===== src/rtl/memory_arbiter.sv =====
// memory_arbiter: round-robin arbiter/sequencer for two requesters sharing one single-port RAM.
// Latency: grant on the first edge with a request; ack 3 edges later with a ready-on-2nd-edge RAM.
// Backpressure: RAM command is held until mem_ready; optional abort when MEM_ARB_TIMEOUT_EN is defined.
module memory_arbiter #(
  parameter int TIMEOUT = 15
) (
  input  logic       clk,
  input  logic       reset,
  // port 0: instruction fetch
  input  logic       m0_req,
  input  logic       m0_read,
  input  logic       m0_write,
  input  logic [7:0] m0_addr,
  input  logic [7:0] m0_wdata,
  output logic [7:0] m0_rdata,
  output logic       m0_ack,
  // port 1: load/store
  input  logic       m1_req,
  input  logic       m1_read,
  input  logic       m1_write,
  input  logic [7:0] m1_addr,
  input  logic [7:0] m1_wdata,
  output logic [7:0] m1_rdata,
  output logic       m1_ack,
  // status
  output logic       err,
  output logic       busy,
  // RAM side
  output logic       mem_en,
  output logic       mem_read,
  output logic       mem_write,
  output logic [7:0] mem_address,
  output logic [7:0] mem_input_data,
  input  logic [7:0] mem_output_data,
  input  logic       mem_ready
);

  // The abort counter is 4 bits wide, so TIMEOUT must fit in it.
  if (TIMEOUT < 1 || TIMEOUT > 15) begin : g_bad_timeout
    $error("memory_arbiter: TIMEOUT must be in 1..15");
  end

  typedef enum logic [1:0] {IDLE, ACCESS, RELEASE} state_t;

  state_t     state, state_d;
  logic       gnt, gnt_d;          // port granted most recently (also the port being served)
  logic       grant, sel;          // grant a new access this edge, and to which port
  logic       en_d, rd_d, wr_d;
  logic [7:0] addr_d, wdat_d;
  logic [7:0] rdata0_d, rdata1_d;
  logic       ack0_d, ack1_d, err_d, busy_d;

`ifdef MEM_ARB_TIMEOUT_EN
  localparam logic [3:0] TMO_LAST = 4'(TIMEOUT - 1);
  logic [3:0] tmo_cnt;

  // Counts ACCESS cycles; zero whenever outside ACCESS so every access starts from 0.
  always_ff @(posedge clk or posedge reset) begin
    if (reset) begin
      tmo_cnt <= '0;
    end else if (state != ACCESS) begin
      tmo_cnt <= '0;
    end else begin
      tmo_cnt <= tmo_cnt + 4'd1;
    end
  end
`endif

  // Next-state, arbitration and next values of every registered output.
  always_comb begin
    state_d  = state;
    gnt_d    = gnt;
    en_d     = mem_en;
    rd_d     = mem_read;
    wr_d     = mem_write;
    addr_d   = mem_address;
    wdat_d   = mem_input_data;
    rdata0_d = m0_rdata;
    rdata1_d = m1_rdata;
    ack0_d   = 1'b0;
    ack1_d   = 1'b0;
    err_d    = 1'b0;
    grant    = 1'b0;
    sel      = gnt;

    case (state)
      IDLE: begin
        if (m0_req || m1_req) begin
          grant = 1'b1;
          // with both requesting, the port not served last wins
          sel   = (m0_req && m1_req) ? ~gnt : m1_req;
        end
      end
      ACCESS: begin
        if (mem_ready) begin
          if (mem_read) begin
            if (gnt) rdata1_d = mem_output_data;
            else     rdata0_d = mem_output_data;
          end
          ack0_d  = ~gnt;
          ack1_d  = gnt;
          en_d    = 1'b0;
          rd_d    = 1'b0;
          wr_d    = 1'b0;
          state_d = RELEASE;
        end
`ifdef MEM_ARB_TIMEOUT_EN
        else if (tmo_cnt == TMO_LAST) begin
          ack0_d  = ~gnt;
          ack1_d  = gnt;
          err_d   = 1'b1;
          en_d    = 1'b0;
          rd_d    = 1'b0;
          wr_d    = 1'b0;
          state_d = RELEASE;
        end
`endif
      end
      RELEASE: begin
        // en is low this cycle so the RAM re-arms; only the other port may be granted
        if (gnt ? m0_req : m1_req) begin
          grant = 1'b1;
          sel   = ~gnt;
        end else begin
          rd_d    = 1'b0;
          wr_d    = 1'b0;
          state_d = IDLE;
        end
      end
      default: state_d = IDLE;
    endcase

    if (grant) begin
      gnt_d  = sel;
      rd_d   = sel ? m1_read  : m0_read;
      wr_d   = sel ? m1_write : m0_write;
      addr_d = sel ? m1_addr  : m0_addr;
      wdat_d = sel ? m1_wdata : m0_wdata;
      if (rd_d ^ wr_d) begin
        en_d    = 1'b1;
        state_d = ACCESS;
      end else begin
        // read==write is not a command: complete it at once with err, RAM untouched
        en_d    = 1'b0;
        ack0_d  = ~sel;
        ack1_d  = sel;
        err_d   = 1'b1;
        state_d = RELEASE;
      end
    end

    busy_d = (state_d != IDLE);
  end

  // State and output registers; reset favours port 0 by marking port 1 as last served.
  always_ff @(posedge clk or posedge reset) begin
    if (reset) begin
      state          <= IDLE;
      gnt            <= 1'b1;
      mem_en         <= 1'b0;
      mem_read       <= 1'b0;
      mem_write      <= 1'b0;
      mem_address    <= '0;
      mem_input_data <= '0;
      m0_rdata       <= '0;
      m1_rdata       <= '0;
      m0_ack         <= 1'b0;
      m1_ack         <= 1'b0;
      err            <= 1'b0;
      busy           <= 1'b0;
    end else begin
      state          <= state_d;
      gnt            <= gnt_d;
      mem_en         <= en_d;
      mem_read       <= rd_d;
      mem_write      <= wr_d;
      mem_address    <= addr_d;
      mem_input_data <= wdat_d;
      m0_rdata       <= rdata0_d;
      m1_rdata       <= rdata1_d;
      m0_ack         <= ack0_d;
      m1_ack         <= ack1_d;
      err            <= err_d;
      busy           <= busy_d;
    end
  end

endmodule

===== config.mk =====
export PLATFORM = sky130hd
export DESIGN_NAME = memory_arbiter
export DESIGN_NICKNAME = d
export VERILOG_FILES = /design/src/rtl/memory_arbiter.sv
export SDC_FILE = /design/constraint.sdc
export NUM_CORES = 1
export LEC_CHECK = 0
export CORE_UTILIZATION = 44
export CTS_CLUSTER_DIAMETER = 40
export DETAILED_ROUTE_END_ITERATION = 8
export PLACE_DENSITY = 0.9
export REMOVE_ABC_BUFFERS = 1
export SYNTH_ARGS = -nofsm -noshare
export SYNTH_HDL_FRONTEND = slang
export SYNTH_SLANG_ARGS = --single-unit

===== constraint.sdc =====
create_clock -name clk -period 3.9 [get_ports clk]
set_input_delay 0.585 -clock clk [delete_from_list [all_inputs] [get_ports clk]]
set_output_delay 0.585 -clock clk [all_outputs]
set_load 0.005 [all_outputs]

## Word level (Yosys, flattened, before mapping)

Cells that the tools add are included.

| storage, ports and cells | value |
|---|---|
| register bits | 42 |
| bits of input ports | 49 |
| output and inout bits | 39 |
| logic and storage cells | 66 |

| cells by class | value |
|---|---|
| equality and inequality tests | 4 |
| mux-type cells | 35 |
| bitwise operators | 3 |
| reduce and logical (&&, ||, !) cells | 11 |

Operators by type and width:

| kind | count |
|---|---|
| $mux 1 | 25 |
| $mux 8 | 2 |
| $mux 2 | 4 |
| $reduce_and 4->1 | 2 |
| $ne 3x3->1 const B | 2 |
| $pmux 1 s2 | 3 |
| $pmux 2 s3 | 1 |
| $reduce_bool 2->1 | 3 |
| $reduce_and 3->1 | 1 |
| $reduce_bool 3->1 | 1 |
| $eq 2x1->1 const B | 1 |
| $eq 2x2->1 const B | 1 |
| $logic_not 2->1 | 1 |
| $not 1->1 | 2 |
| $reduce_and 2->1 | 1 |
| $logic_and 1x1->1 | 1 |
| $logic_or 1x1->1 | 1 |
| $xor 1x1->1 | 1 |

## Longest topological paths before layout

| depth | value |
|---|---|
| depth after elaboration | 9 |
| mapped depth | 8 |
| depth with buffers taken out | 5 |

## Worst setup path after synthesis

Ideal clock, no wire load.

| timing path | value |
|---|---|
| path kind | register -> register |
| start | register gnt |
| end | register state[1] |
| library setup time | 0.133 ns |
| arrival | 1.600 ns |
| required time | 3.767 ns |
| slack | 2.167 ns |
| stages on the path, launching flop included | 6 |
| buffers on the path | 0 |
| period minus slack after synthesis | 1.733 ns |
| cell sequence | dfstp_2 > mux2_2 > a222oi_1 > o21a_1 > xor2_2 > o21ai_0 |

| on the way | value |
|---|---|
| cells in the longest elaborated chain, start to end | 8 |
| elaborated cells on any way between the ends | 15 |
| classes of those cells | 13 x mux; 2 x bitwise |

Ends and longest elaborated chain:

| what | line | text |
|---|---|---|
| from (decl) | 46 | `logic gnt, gnt_d;` |
| from (signal assigned) | 173 | `gnt <= gnt_d;` |
| $not 1->1 (no line) | - |  |
| $mux 1 | 91 | `sel = (m0_req && m1_req) ? ~gnt : m1_req;` |
| $mux 1 | 88 | `if (m0_req \|\| m1_req) begin` |
| $pmux 1 s2 | 86 | `case (state)` |
| $mux 1, on equally long branches | 135, 136 |  |
| $xor 1x1->1 | 139 | `if (rd_d ^ wr_d) begin` |
| $mux 2 | 139 |  |
| $mux 2 * | 133 | `if (grant) begin` |
| named net state_d[1] | 45 | `state_t state, state_d;` |
| to (signal assigned) | 172 | `state <= state_d;` |
| to (decl) | 45 |  |

The timed path passes the listed nets; every way through them passes the cells marked *.
A chain may end at the register's enable or synchronous reset.

## Worst setup path in the final report

| timing path | value |
|---|---|
| start | input port mem_ready |
| end | register m0_rdata[3] |

| on the way | value |
|---|---|
| cells in the longest elaborated chain, start to end | 1 |

Ends and longest elaborated chain:

| what | line | text |
|---|---|---|
| from (decl) | 35 | `input logic mem_ready` |
| $reduce_and 4->1 (no line) | - |  |
| to (signal assigned) | 179 | `m0_rdata <= rdata0_d;` |
| to (decl) | 15 | `output logic [7:0] m0_rdata,` |

No other way between the ends.

==> metrics.cfg <==
[status]
status = finished clean

[global_routing]
grt_pass1_vias = 1465
grt_usage_pct = 20.4
antenna_found_initial = 0
gr-total-overflow = 0
grt_max_degree = 43
grt_pass1_wl_um = 6670

[setup_path]
r2r_end = m0_ack
path_max_fanout = 8
r2r-start = gnt
rrSetupSlack_ps = 1860
r2r_cells = 5
cp.required_ps = 4070
critPathLaunchType = primary input
critPathKind = in -> reg
critical_path_arrival_ps = 2270
crit_path_end_kind = register

[clocking]
cts_max_level = 2
hold_buffers = 0
clk_latency_ps = 290
cts_num_sinks = 42
clk_path_buf_depth = 2
clock_tree.root_cell = clkbuf_8
cts_inserted_buffers = 5
cts_setup_buffers = 0
cts_resized = 0
cts_tree = yes
clkSlewWorstSetupHoldPaths_ps = 80

[die]
die_y_um = 67.4
core_sq_um = 4060
dieArea_sq_um = 4540
num_rows = 23
fp.dieW_um = 67.4
start_util_pct = 46.3
ios = 88

[sta]
fin_ws_ps = 1800
skew_ps = 11.4
grt_setup_unrepaired = false
finalSetupViolations = 0
min_period_ps = 2100
slew_headroom_pct = 48.6
fmax_mhz = 475
fin_crit_sh_pct = 53.9
slew_violations = 0
hold_viol_final = 0
worst_slew_pin_slew_ps = 770
finalSetupTns_ps = 0

[hold_path]
min_to = mem_address[2]
hp-class = reg -> reg
hold_depth = 2
hold_start = mem_address[2]

[routing]
drt_first_pass_iters = 4
via_per_inst = 5.04
wl_um = 4100
drc = 0
wl_per_cell_um = 13.8
vias = 1497
drt_iter0_drc = 35
postRouteAntennaNets = 0

[power_and_ir_drop]
finalPower_mw = 2.04
p_leak_nw = 1.24
power.density_nw_per_um2 = 709
vdd_ir_drop_max_mv = 0.339

[synthesis]
synthMuxAreaShare_pct = 19.3
synthXorXnorAreaFrac_pct = 0.865
synthDistinctLibCells = 33
syn_area_per_cell_sq_um = 12.0
synth-seq-area-share_pct = 56.0
synthCells = 157
synth_seq_cells = 42
synth_top_family_by_area = multiplexers
yosys_warnings = 0
synthSimpleGateAreaFrac_pct = 8.38
synth-compound-area-share_pct = 12.0
syn_area_sq_um = 1880
synth_fa_ha_area_share_pct = 0

[placement]
port_buffers = 87
place_congestion = 0.797
dp_slack_ps = 1490
hpwlAfterDp_um = 3120
dp_cells = 289

[cells_and_area]
drive_above_1_share_pct = 15.0
fillers = 306
instances_no_fill = 297
syn_to_final_growth_pct = 53.2
antenna_cells = 0
final_nets = 295

[job]
max_cap_violations = 0

## logic make-up after synthesis
family | Yosys count
xor gates and xnor gates | 1
buffers and inverters | 12
DFF | 42
muxes | 34
AOI/OAI and AO/OA | 35
and+or+nand+nor | 33
## registers in the layout, indices dropped and copies added, names as in the netlist
signal / flops
mem_read: 1
m0_rdata: 8
m1_ack: 1
busy: 1
state: 2
mem_en: 1
gnt: 1
mem_address: 8
mem_input_data: 8
mem_write: 1
m1_rdata: 8
err: 1
m0_ack: 1
## critical path, stage by stage
cell and delay [ps]:
clkdlybuf4s50_1 480, inv_1 60, nor3_1 370, nand2_1 160, nor2_4 240, mux2_2 370
## synth_stat cells, drive strengths merged
master,n,area share [%]
a21oi,1,0.27
xor2,1,0.87
nand2b,1,0.33
o21ai,21,5.6
a32oi,2,0.93
a22o,1,0.47
clkbuf,5,1.1
a21bo,1,0.53
a311o,1,0.53
nand2,20,4.0
mux2i,16,8.5
o21a,2,0.87
o31ai,1,0.40
and2b,1,0.47
mux2,18,11
dfstp,1,1.4
nor2,5,1.5
a21o,1,0.47
dfrtp,41,55
nand3,4,1.3
nor2b,1,0.47
a311oi,1,0.47
nor3,1,0.27
a222oi,2,1.1
o32ai,1,0.47
inv,4,0.80
buf,3,1.6
## how the worst max path moves through the flow
stage               from           to  slack (ps)  depth (start not counted)
2_1_floorplan        gnt       m0_ack         800                          4
3_3_place_gp   mem_ready  m0_rdata[0]        1540                          6
3_5_place_dp   mem_ready  m0_rdata[7]        1490                          6
4_1_cts        mem_ready  m0_rdata[4]        1810                          6
5_1_grt        mem_ready  m0_rdata[4]        1670                          6
6_report       mem_ready  m0_rdata[3]        1800                          6
## final cells by class
type	count	area, sq um	share of cell area (%)
Multi-Input combinational cell	103	767	26.6
Timing Repair Buffer	90	893	31.0
Inverter	4	15.0	0.521
Clock buffer	8	90.1	3.13
Sequential cell	42	1050	36.5
Tap cell	50	62.6	2.17
## layer usage
layer	vias to the layer above	track usage [%]	part of all wire, %
met5	-	0	0
met4	0	8.24	1.0
met3	6	9.12	7.5
met2	63	33.3	51
met1	695	23.2	41
li1	733	-	-
## power by group
part / internal [mW] / switching [mW]
logic: 0.594 / 0.382
clock network: 0.144 / 0.136
registers: 0.644 / 0.140
total: 1.38 / 0.659
## through the flow
stage	hold WS (ps)	utilization [%]	instance area [sq um]
6_report	479	71.0	2880
2_1_floorplan	473	-	1830
5_1_grt	520	71.0	2880
3_5_place_dp	469	68.8	2790
3_3_place_gp	461	68.8	2790
4_1_cts	487	71.0	2880
## cells in the final DEF (no fill, tap or decap), drive strengths merged
cell / instances
o32ai: 1
o31ai: 1
nor2b: 1
a222oi: 2
clkbuf: 8
clkdlybuf4s50: 87
a311oi: 1
nand2: 20
a21oi: 1
nand2b: 1
a32oi: 2
inv: 4
and2b: 1
nor3: 1
a311o: 1
nor2: 5
o21a: 2
o21ai: 21
buf: 3
mux2: 18
a21bo: 1
dfrtp: 41
a22o: 1
xor2: 1
nand3: 4
mux2i: 16
a21o: 1
dfstp: 1
Note: power is estimated with default switching activity, not from simulation.
